`src/rtl/loader_pkg.sv`:
```
// Shared definitions for the instruction-memory loader.
//   loader_state_e  : loader FSM states (3-bit encoding)
//   IMEM_BYTE_LANES : byte lanes per instruction word
//   LANE_W          : width of the byte-lane index
//   count_exceeds() : frame word count larger than the target memory
package loader_pkg;

  typedef enum logic [2:0] {
    IDLE      = 3'd0,
    GET_COUNT = 3'd1,
    GET_BYTES = 3'd2,
    DONE      = 3'd3,
    ERROR     = 3'd4
  } loader_state_e;

  localparam int IMEM_BYTE_LANES = 4;
  localparam int LANE_W          = $clog2(IMEM_BYTE_LANES);

  function automatic logic count_exceeds(input logic [7:0] n, input int depth);
    return int'({24'h0, n}) > depth;
  endfunction

endpackage

```
`src/rtl/byte_timeout_timer.sv`:
```
// Inter-byte idle timer for the loader.
//   clk, rst_n : clock, asynchronous active-low reset
//   enable     : timer runs only while high; held reloaded otherwise
//   kick       : a byte arrived, restart the idle interval
//   expired    : TIMEOUT_CYC cycles have passed since the last kick/enable
// TIMEOUT_CYC = 0 disables expiry entirely.
module byte_timeout_timer #(
  parameter int TIMEOUT_CYC = 100000
) (
  input  logic clk,
  input  logic rst_n,
  input  logic enable,
  input  logic kick,
  output logic expired
);

  localparam int CNT_W = (TIMEOUT_CYC > 1) ? $clog2(TIMEOUT_CYC) : 1;
  // Loaded on the kick edge and decremented on each following edge, so the
  // count hits zero in the TIMEOUT_CYC-th cycle and the owner reacts on the
  // edge exactly TIMEOUT_CYC cycles after the kick.
  localparam logic [CNT_W-1:0] RELOAD =
    (TIMEOUT_CYC > 0) ? CNT_W'(TIMEOUT_CYC - 1) : '0;

  logic [CNT_W-1:0] cnt_q;

  always_ff @(posedge clk or negedge rst_n) begin
    if (!rst_n) begin
      cnt_q <= '0;
    end else if (!enable || kick) begin
      cnt_q <= RELOAD;
    end else if (cnt_q != '0) begin
      cnt_q <= cnt_q - 1'b1;
    end
  end

  assign expired = (TIMEOUT_CYC != 0) && enable && !kick && (cnt_q == '0);

endmodule

```
`src/rtl/imem_loader.sv`:
```
// Write-side loader for the instruction memory.
// Receives a framed program image from the UART receiver (count byte N, then
// 4*N little-endian payload bytes) and writes it one byte per cycle through
// the memory's byte-lane write port.
//   clk, rst_n     : clock, asynchronous active-low reset
//   start          : begin a load (honoured in IDLE, DONE, ERROR)
//   rx_data        : received byte
//   rx_valid       : rx_data strobe, no backpressure
//   imem_wr_en     : one-cycle write strobe
//   imem_addr      : byte address {word, lane}
//   imem_data      : {24'h0, byte}
//   busy           : loading (GET_COUNT, GET_BYTES)
//   done / err     : sticky result flags until the next start
//   words_loaded   : complete words written in the current/last load
//
// state     | meaning
// ----------+--------------------------------------------------------
// IDLE      | after reset, waiting for start
// GET_COUNT | waiting for the word-count byte
// GET_BYTES | writing payload bytes until 4*N have been written
// DONE      | load finished, done held until next start
// ERROR     | oversize count or inter-byte timeout, err held
module imem_loader
  import loader_pkg::*;
#(
  parameter int MEM_DEPTH   = 64,
  parameter int TIMEOUT_CYC = 100000
) (
  input  logic        clk,
  input  logic        rst_n,
  input  logic        start,
  input  logic [7:0]  rx_data,
  input  logic        rx_valid,
  output logic        imem_wr_en,
  output logic [31:0] imem_addr,
  output logic [31:0] imem_data,
  output logic        busy,
  output logic        done,
  output logic        err,
  output logic [7:0]  words_loaded
);

  localparam int WORD_IDX_W = (MEM_DEPTH > 1) ? $clog2(MEM_DEPTH) : 1;
  // One extra value so the counter can reach N == MEM_DEPTH.
  localparam int WORD_CNT_W = $clog2(MEM_DEPTH + 1);
  localparam logic [LANE_W-1:0] LAST_LANE = LANE_W'(IMEM_BYTE_LANES - 1);

  loader_state_e state_q, state_nxt;

  logic [WORD_CNT_W-1:0] n_words_q;
  logic [WORD_CNT_W-1:0] word_cnt_q;
  logic [LANE_W-1:0]     byte_cnt_q;

  logic latch_n;
  logic accept_byte;
  logic clear_words;
  logic timer_expired;

  byte_timeout_timer #(
    .TIMEOUT_CYC(TIMEOUT_CYC)
  ) u_timer (
    .clk    (clk),
    .rst_n  (rst_n),
    .enable (busy),
    .kick   (rx_valid),
    .expired(timer_expired)
  );

  always_ff @(posedge clk or negedge rst_n) begin
    if (!rst_n) begin
      state_q <= IDLE;
    end else begin
      state_q <= state_nxt;
    end
  end

  always_comb begin
    state_nxt   = state_q;
    latch_n     = 1'b0;
    accept_byte = 1'b0;
    clear_words = 1'b0;
    case (state_q)
      IDLE: begin
        if (start) begin
          state_nxt   = GET_COUNT;
          clear_words = 1'b1;
        end
      end
      GET_COUNT: begin
        if (rx_valid) begin
          if (rx_data == 8'd0) begin
            state_nxt = DONE;
          end else if (count_exceeds(rx_data, MEM_DEPTH)) begin
            state_nxt = ERROR;
          end else begin
            latch_n   = 1'b1;
            state_nxt = GET_BYTES;
          end
        end else if (timer_expired) begin
          state_nxt = ERROR;
        end
      end
      GET_BYTES: begin
        // word_cnt reaches N on the edge that registers the final write, so
        // this branch fires during the final strobe and DONE follows it.
        // Any byte arriving in that cycle is beyond the frame and dropped.
        if (word_cnt_q == n_words_q) begin
          state_nxt = DONE;
        end else if (rx_valid) begin
          accept_byte = 1'b1;
        end else if (timer_expired) begin
          state_nxt = ERROR;
        end
      end
      DONE, ERROR: begin
        if (start) begin
          state_nxt   = GET_COUNT;
          clear_words = 1'b1;
        end
      end
      default: state_nxt = IDLE;
    endcase
  end

  always_ff @(posedge clk or negedge rst_n) begin
    if (!rst_n) begin
      imem_wr_en   <= 1'b0;
      imem_addr    <= '0;
      imem_data    <= '0;
      n_words_q    <= '0;
      word_cnt_q   <= '0;
      byte_cnt_q   <= '0;
      words_loaded <= '0;
    end else begin
      imem_wr_en <= accept_byte;
      if (accept_byte) begin
        imem_addr  <= 32'({word_cnt_q[WORD_IDX_W-1:0], byte_cnt_q});
        imem_data  <= {24'h0, rx_data};
        byte_cnt_q <= byte_cnt_q + 1'b1;
        if (byte_cnt_q == LAST_LANE) begin
          word_cnt_q   <= word_cnt_q + 1'b1;
          words_loaded <= words_loaded + 8'd1;
        end
      end
      if (latch_n) begin
        n_words_q  <= WORD_CNT_W'(rx_data);
        word_cnt_q <= '0;
        byte_cnt_q <= '0;
      end
      if (clear_words) begin
        words_loaded <= '0;
      end
    end
  end

  assign busy = (state_q == GET_COUNT) || (state_q == GET_BYTES);
  assign done = (state_q == DONE);
  assign err  = (state_q == ERROR);

endmodule

```
`config.mk`:
```
export PLATFORM = sky130hd
export DESIGN_NAME = imem_loader
export DESIGN_NICKNAME = d
export VERILOG_FILES = /design/src/rtl/loader_pkg.sv /design/src/rtl/byte_timeout_timer.sv /design/src/rtl/imem_loader.sv
export SDC_FILE = /design/constraint.sdc
export NUM_CORES = 1
export LEC_CHECK = 0
export ABC_CLOCK_PERIOD_IN_PS = 3000
export CAP_MARGIN = 20
export CORE_ASPECT_RATIO = 2
export CORE_MARGIN = 4
export CORE_UTILIZATION = 53
export DETAILED_ROUTE_END_ITERATION = 6
export HOLD_SLACK_MARGIN = 0.12
export PLACE_DENSITY = 0.91
export SYNTH_ARGS = -nofsm -noshare
export SYNTH_HDL_FRONTEND = slang
export SYNTH_SLANG_ARGS = --single-unit
```
`constraint.sdc`:
```
create_clock -name clk -period 3 [get_ports clk]
set_clock_uncertainty 0.1 [all_clocks]
set_input_delay 0.6 -clock clk [delete_from_list [all_inputs] [get_ports clk]]
set_output_delay 0.6 -clock clk [all_outputs]
set_load 0.005 [all_outputs]
```
After elaboration in Yosys (flattened, before gate mapping) --
Cells that the tools add are included.
Operators by class: add/sub/neg operators 4, $lt $le $gt $ge 1, equal/unequal tests 8, mux-type cells 27, reduce and logical (&&, ||, !) cells 19
Operator list (count):
- $mux W17 | 2
- $mux W8 | 3
- $mux W3 | 7
- $mux W7 | 3
- $logic_not A17 Y1 | 1
- $reduce_bool A17 Y1 | 1
- $sub A17 B1 Y17 const B | 1
- $reduce_bool A2 Y1 | 5
- $mux W1 | 9
- $pmux W3 S3 | 1
- $add A8 B1 Y8 const B | 1
- $gt A8 B7 Y1 const B | 1
- $logic_not A8 Y1 | 1
- $add A7 B1 Y7 const B | 1
- $eq A7 B7 Y1 | 1
- $eq A3 B2 Y1 const B | 2
- $reduce_and A2 Y1 | 3
- $mux W2 | 2
- $eq A3 B1 Y1 const B | 1
- $eq A3 B3 Y1 const B | 1
- $logic_not A3 Y1 | 1
- $ne A3 B3 Y1 const B | 1
- $reduce_or A3 Y1 | 1
- $add A2 B1 Y2 const B | 1
- 5 further kinds | 8
Word-level totals: flip-flop bits (word level) 61, input port bits 12, output and inout bits 76, word-level logic and storage cells 68

Depth between registers and ports, before layout --
depth after elaboration 8, depth in mapped cells 8, mapped depth without buffers 7

Cells and area by module --
A second synthesis with hierarchy kept.
Second synthesis, totals: cells, all modules 344, area total of the unflattened synthesis 3527.1 um^2
By module, submodules not included:
- imem_loader | instances 1, cells each 241, area an instance 2573.7 um^2
- byte_timeout_timer | instances 1, cells each 103, area an instance 953.4 um^2

Worst setup path before layout --
Ideal clock, no wire load.
kind input to register, start input port rx_data[1], end register n_words_q[3], library setup time 0.125 ns, arrival time 2.075 ns, required time 2.775 ns, path slack 0.700 ns, stages on the path 5, buffers on the path 1, cells stage by stage or4_4 > or3_1 > and4_4 > buf_6 > mux2_4
Between the ends: cells in the longest elaborated chain, start to end 5, elaborated cells on any way between the ends 6, classes of those cells order compare: 1; mux: 4; reduce/logical: 1
Ends and longest elaborated chain:
- start, declared | line imem_loader.sv:32 | input logic [7:0] rx_data,
- $gt A8 B7 Y1 | line loader_pkg.sv:20 | return int'({24'h0, n}) > depth;
- $mux W1 | line imem_loader.sv:93 | end else if (count_exceeds(rx_data, MEM_DEPTH)) begin
- $mux W1 (*) | line imem_loader.sv:91 | if (rx_data == 8'd0) begin
- $mux W1 (*) | line imem_loader.sv:90 | if (rx_valid) begin
- $mux W1 (*) | line imem_loader.sv:82 | case (state_q)
- end signal, assigned | line imem_loader.sv:146 | n_words_q <= WORD_CNT_W'(rx_data);
- end, declared | line imem_loader.sv:50 | logic [WORD_CNT_W-1:0] n_words_q;
Mark *: on every way between the ends. The rest lies on a longest branch, timed or not. A chain may end at the register's enable or synchronous reset.

Worst setup path after layout --
start input port rx_data[1], end register n_words_q[0]
The elaborated chain is that of the path after synthesis.

==> metrics <==
final design area excluding fillers about 4000 sq um; number of non-filler instances in the completed layout approximately 470; TritonCTS clock tree yes; worst-margin pin slew around 1.0 ns; hold slack between 0.2 and 0.25 ns; total congestion overflow 0; 1st-pass router iterations 4; fraction of synthesis flops using an asynchronous set or reset pin 100.0%; number of cells upsized or downsized after cts 0; antenna violation net count after detailed routing 0; detailed-routed wire length on met2 between 4 and 5 mm; flip-flop and latch count after synthesis between 60 and 70; residual DRC count 0; Final WS setup 0.4902 ns; count of port buffers added during placement 39; area of the mapped netlist between 3000 and 4000 sq um; mean post-synth cell area between 10 and 15 sq um; CTS Buffer Depth 2; CP max stage delay around 0.57 ns; DR WL/cell between 15 and 20 um; maximum net fanout on the critical path 5; number of buffers added by the clock tree synthesis step 9; power per standard cell area ~760 nW/um^2; number of buffers added for setup after CTS 0; status complete, no violations; cell area reported after detailed placement 3717 sq um; wire length on met3 471 um; number of pins with negative max-slew slack in the final report 0; area enclosed by the die boundary just under 8000 sq um; dominant cell by count in the synthesized netlist sky130_fd_sc_hd__dfrtp_1; first-pass GRT wire length 11.96 mm; count of final setup violators 0; synthesis-to-layout area growth 18.43%; buffers and inverters on the worst path 1; worst path arrival time 2.62 ns; HPWL after DPL about 5.5 mm; number of levels in the clock H-tree 3; slowest CP cell sky130_fd_sc_hd__or4_4; cell depth of the worst setup path 5; count of max-cap constraint violations 0; initial DRC count 66; count of unique library cells instantiated by Yosys 50; worst hold-check path type in -> async; clock root cell sky130_fd_sc_hd__clkbuf_16; share of synthesized area occupied by flip-flops and latches 44.87%; detailed-route vias per instance between 5 and 6; number of cells produced by synthesis 330; Post-Place Cells 450; share of post-route cells with drive strength above 1 14.74%; Worst VDD drop roughly 0.0006 V; leak pwr between 1.5 and 2 nW; Fmax approximately 0.40 GHz; most area-hungry cell type in the Yosys netlist sky130_fd_sc_hd__dfrtp_1; cell depth of the worst flop-to-flop path 4; antenna diode count 0; area share of the largest cell type after synthesis approximately 45%; DRT Wirelength 7.400 mm; Die W between 60 and 70 um; Period minus WS final between 2 and 3 ns; initial antenna violation count 0; Hold Buf Count CTS 0; Relative slew margins a little under a third; CTS clock-pin slew for the worst setup and hold paths about 0.050 ns; effective utilization at floorplan between 50% and 60%; FILL cells a little under 500; Setup crit start kind primary input; final core occ around 64%; worst slack after detailed placement 0.1755 ns; routability congestion estimate from global placement between 0.8 and 0.9; top sig layer met4; die height approximately 120 um; Core Rows 41; crit-path cells clkdlybuf4s50_1 -> or4_4 -> or3_1 -> nand4_1 -> mux2_2; global routing usage summed across all routing layers approximately a fifth; wl on met1 between 2 and 3 mm; type of the setup path with the least slack in -> reg; largest net degree at the start of global routing 33; sum of negative setup slack 0 ns; kind of end point of the critical path flip-flop; Hold Violations, Final 0; unrepaired setup endpoints after global routing false; core area about 6300 sq um; PnR Total Power 3.054 mW; via count around 2500; top-level I/O count 88; cell family contributing the most delay on the critical path simple AND/OR/NAND/NOR gates; vias in the first global route 2590; ranking of synthesized cells by area sky130_fd_sc_hd__dfrtp_1 (45%), sky130_fd_sc_hd__buf_4 (11%), sky130_fd_sc_hd__mux2_2 (6.3%); Ys Warns 0; top cell types by occurrence after synthesis sky130_fd_sc_hd__dfrtp_1 (61), sky130_fd_sc_hd__buf_4 (48), sky130_fd_sc_hd__nor2_1 (23); flip-flop cell with the highest count after synthesis sky130_fd_sc_hd__dfrtp_1; data required time at the worst endpoint 3.11 ns; count of flip-flops with a built-in enable after synthesis 0; net count of the finished layout roughly 390; post-route clock period utilization between 80% and 90%; clock sink count 61; worst skew pair latency roughly 0.33 ns
-- worst register-to-register path: cells and delay by family, from the launching register on --
family / cells / cell delay [ns]
flip-flops: 1 / 0.44
XOR/XNOR: 1 / 0.24
multiplexers: 1 / 0.43
AND/OR/NAND/NOR: 1 / 0.22
AO/OA/AOI/OAI: 1 / 0.86
-- area by class of cell --
cell class	instances	area (sq um)	area share, %
Clock buffer	12	266.5	6.615
Multi-Input combinational cell	249	1607	39.88
Sequential cell	61	1526	37.89
Inverter	9	33.78	0.8385
Tap cell	86	107.6	2.671
Clock inverter	4	45.04	1.118
Timing Repair Buffer	45	442.9	10.99
-- power by group --
group	internal, mW	switching [mW]	total [mW]
Clock	0.705	0.355	1.06
Sequential	0.994	0.160	1.15
Combinational	0.455	0.386	0.840
Total	2.15	0.901	3.05
-- sequential cells by signal (all words and copies together), names as in the netlist --
signal         count
state_q            3
n_words_q          7
byte_cnt_q         2
u_timer.cnt_q     17
imem_wr_en         1
imem_addr          8
word_cnt_q         7
imem_data          8
words_loaded       8
-- layout by cell type (no fill, tap or decap), types with 8 or more instances in the layout --
| cell type | synthesis | routed |
|---|---|---|
| sky130_fd_sc_hd__o31ai_1 | 8 | 8 |
| sky130_fd_sc_hd__o21ai_0 | 11 | 11 |
| sky130_fd_sc_hd__nand2_1 | 14 | 14 |
| sky130_fd_sc_hd__clkdlybuf4s50_1 | 0 | 38 |
| sky130_fd_sc_hd__nor2_1 | 23 | 23 |
| sky130_fd_sc_hd__dfrtp_1 | 61 | 61 |
| sky130_fd_sc_hd__mux2_2 | 19 | 19 |
| sky130_fd_sc_hd__conb_1 | 1 | 48 |
| sky130_fd_sc_hd__inv_1 | 9 | 9 |
| sky130_fd_sc_hd__a21oi_1 | 9 | 9 |
| sky130_fd_sc_hd__nand3_1 | 19 | 19 |
| sky130_fd_sc_hd__xor2_1 | 10 | 10 |
| sky130_fd_sc_hd__xnor2_1 | 12 | 12 |
| sky130_fd_sc_hd__clkbuf_16 | 0 | 9 |
-- logic make-up after synthesis --
group           Yosys count  share of synthesized area, %
flops                    61                         44.87
fa+ha+maj                 5                         1.839
xor+xnor                 22                         5.664
compound gates           47                         9.195
other cells               1                        0.1102
buf+inv                  67                         13.09
simple gates            101                         16.29
mux                      26                         8.937
-- per-layer routing --
metal / global-route usage, % / vias to the layer above
met3: 6.117 / 27
met5: 0 / -
met1: 19.11 / 1238
met4: 12.85 / 0
met2: 35.88 / 116
li1: - / 1160
-- final timing paths --
kind / endpoint / from / slack [ns]
worst max-delay path: n_words_q[0] / rx_data[1] / 0.49
worst min-delay path: imem_addr[3] / rst_n / 0.21
worst max register to register: imem_addr[1] / word_cnt_q[0] / 0.60
worst min register to register: imem_data[7] / imem_data[7] / 0.40
max in group asynchronous: u_timer.cnt_q[16] / rst_n / 1.99
min in group clk: imem_data[7] / imem_data[7] / 0.40
(Power assumes the default switching activity.)
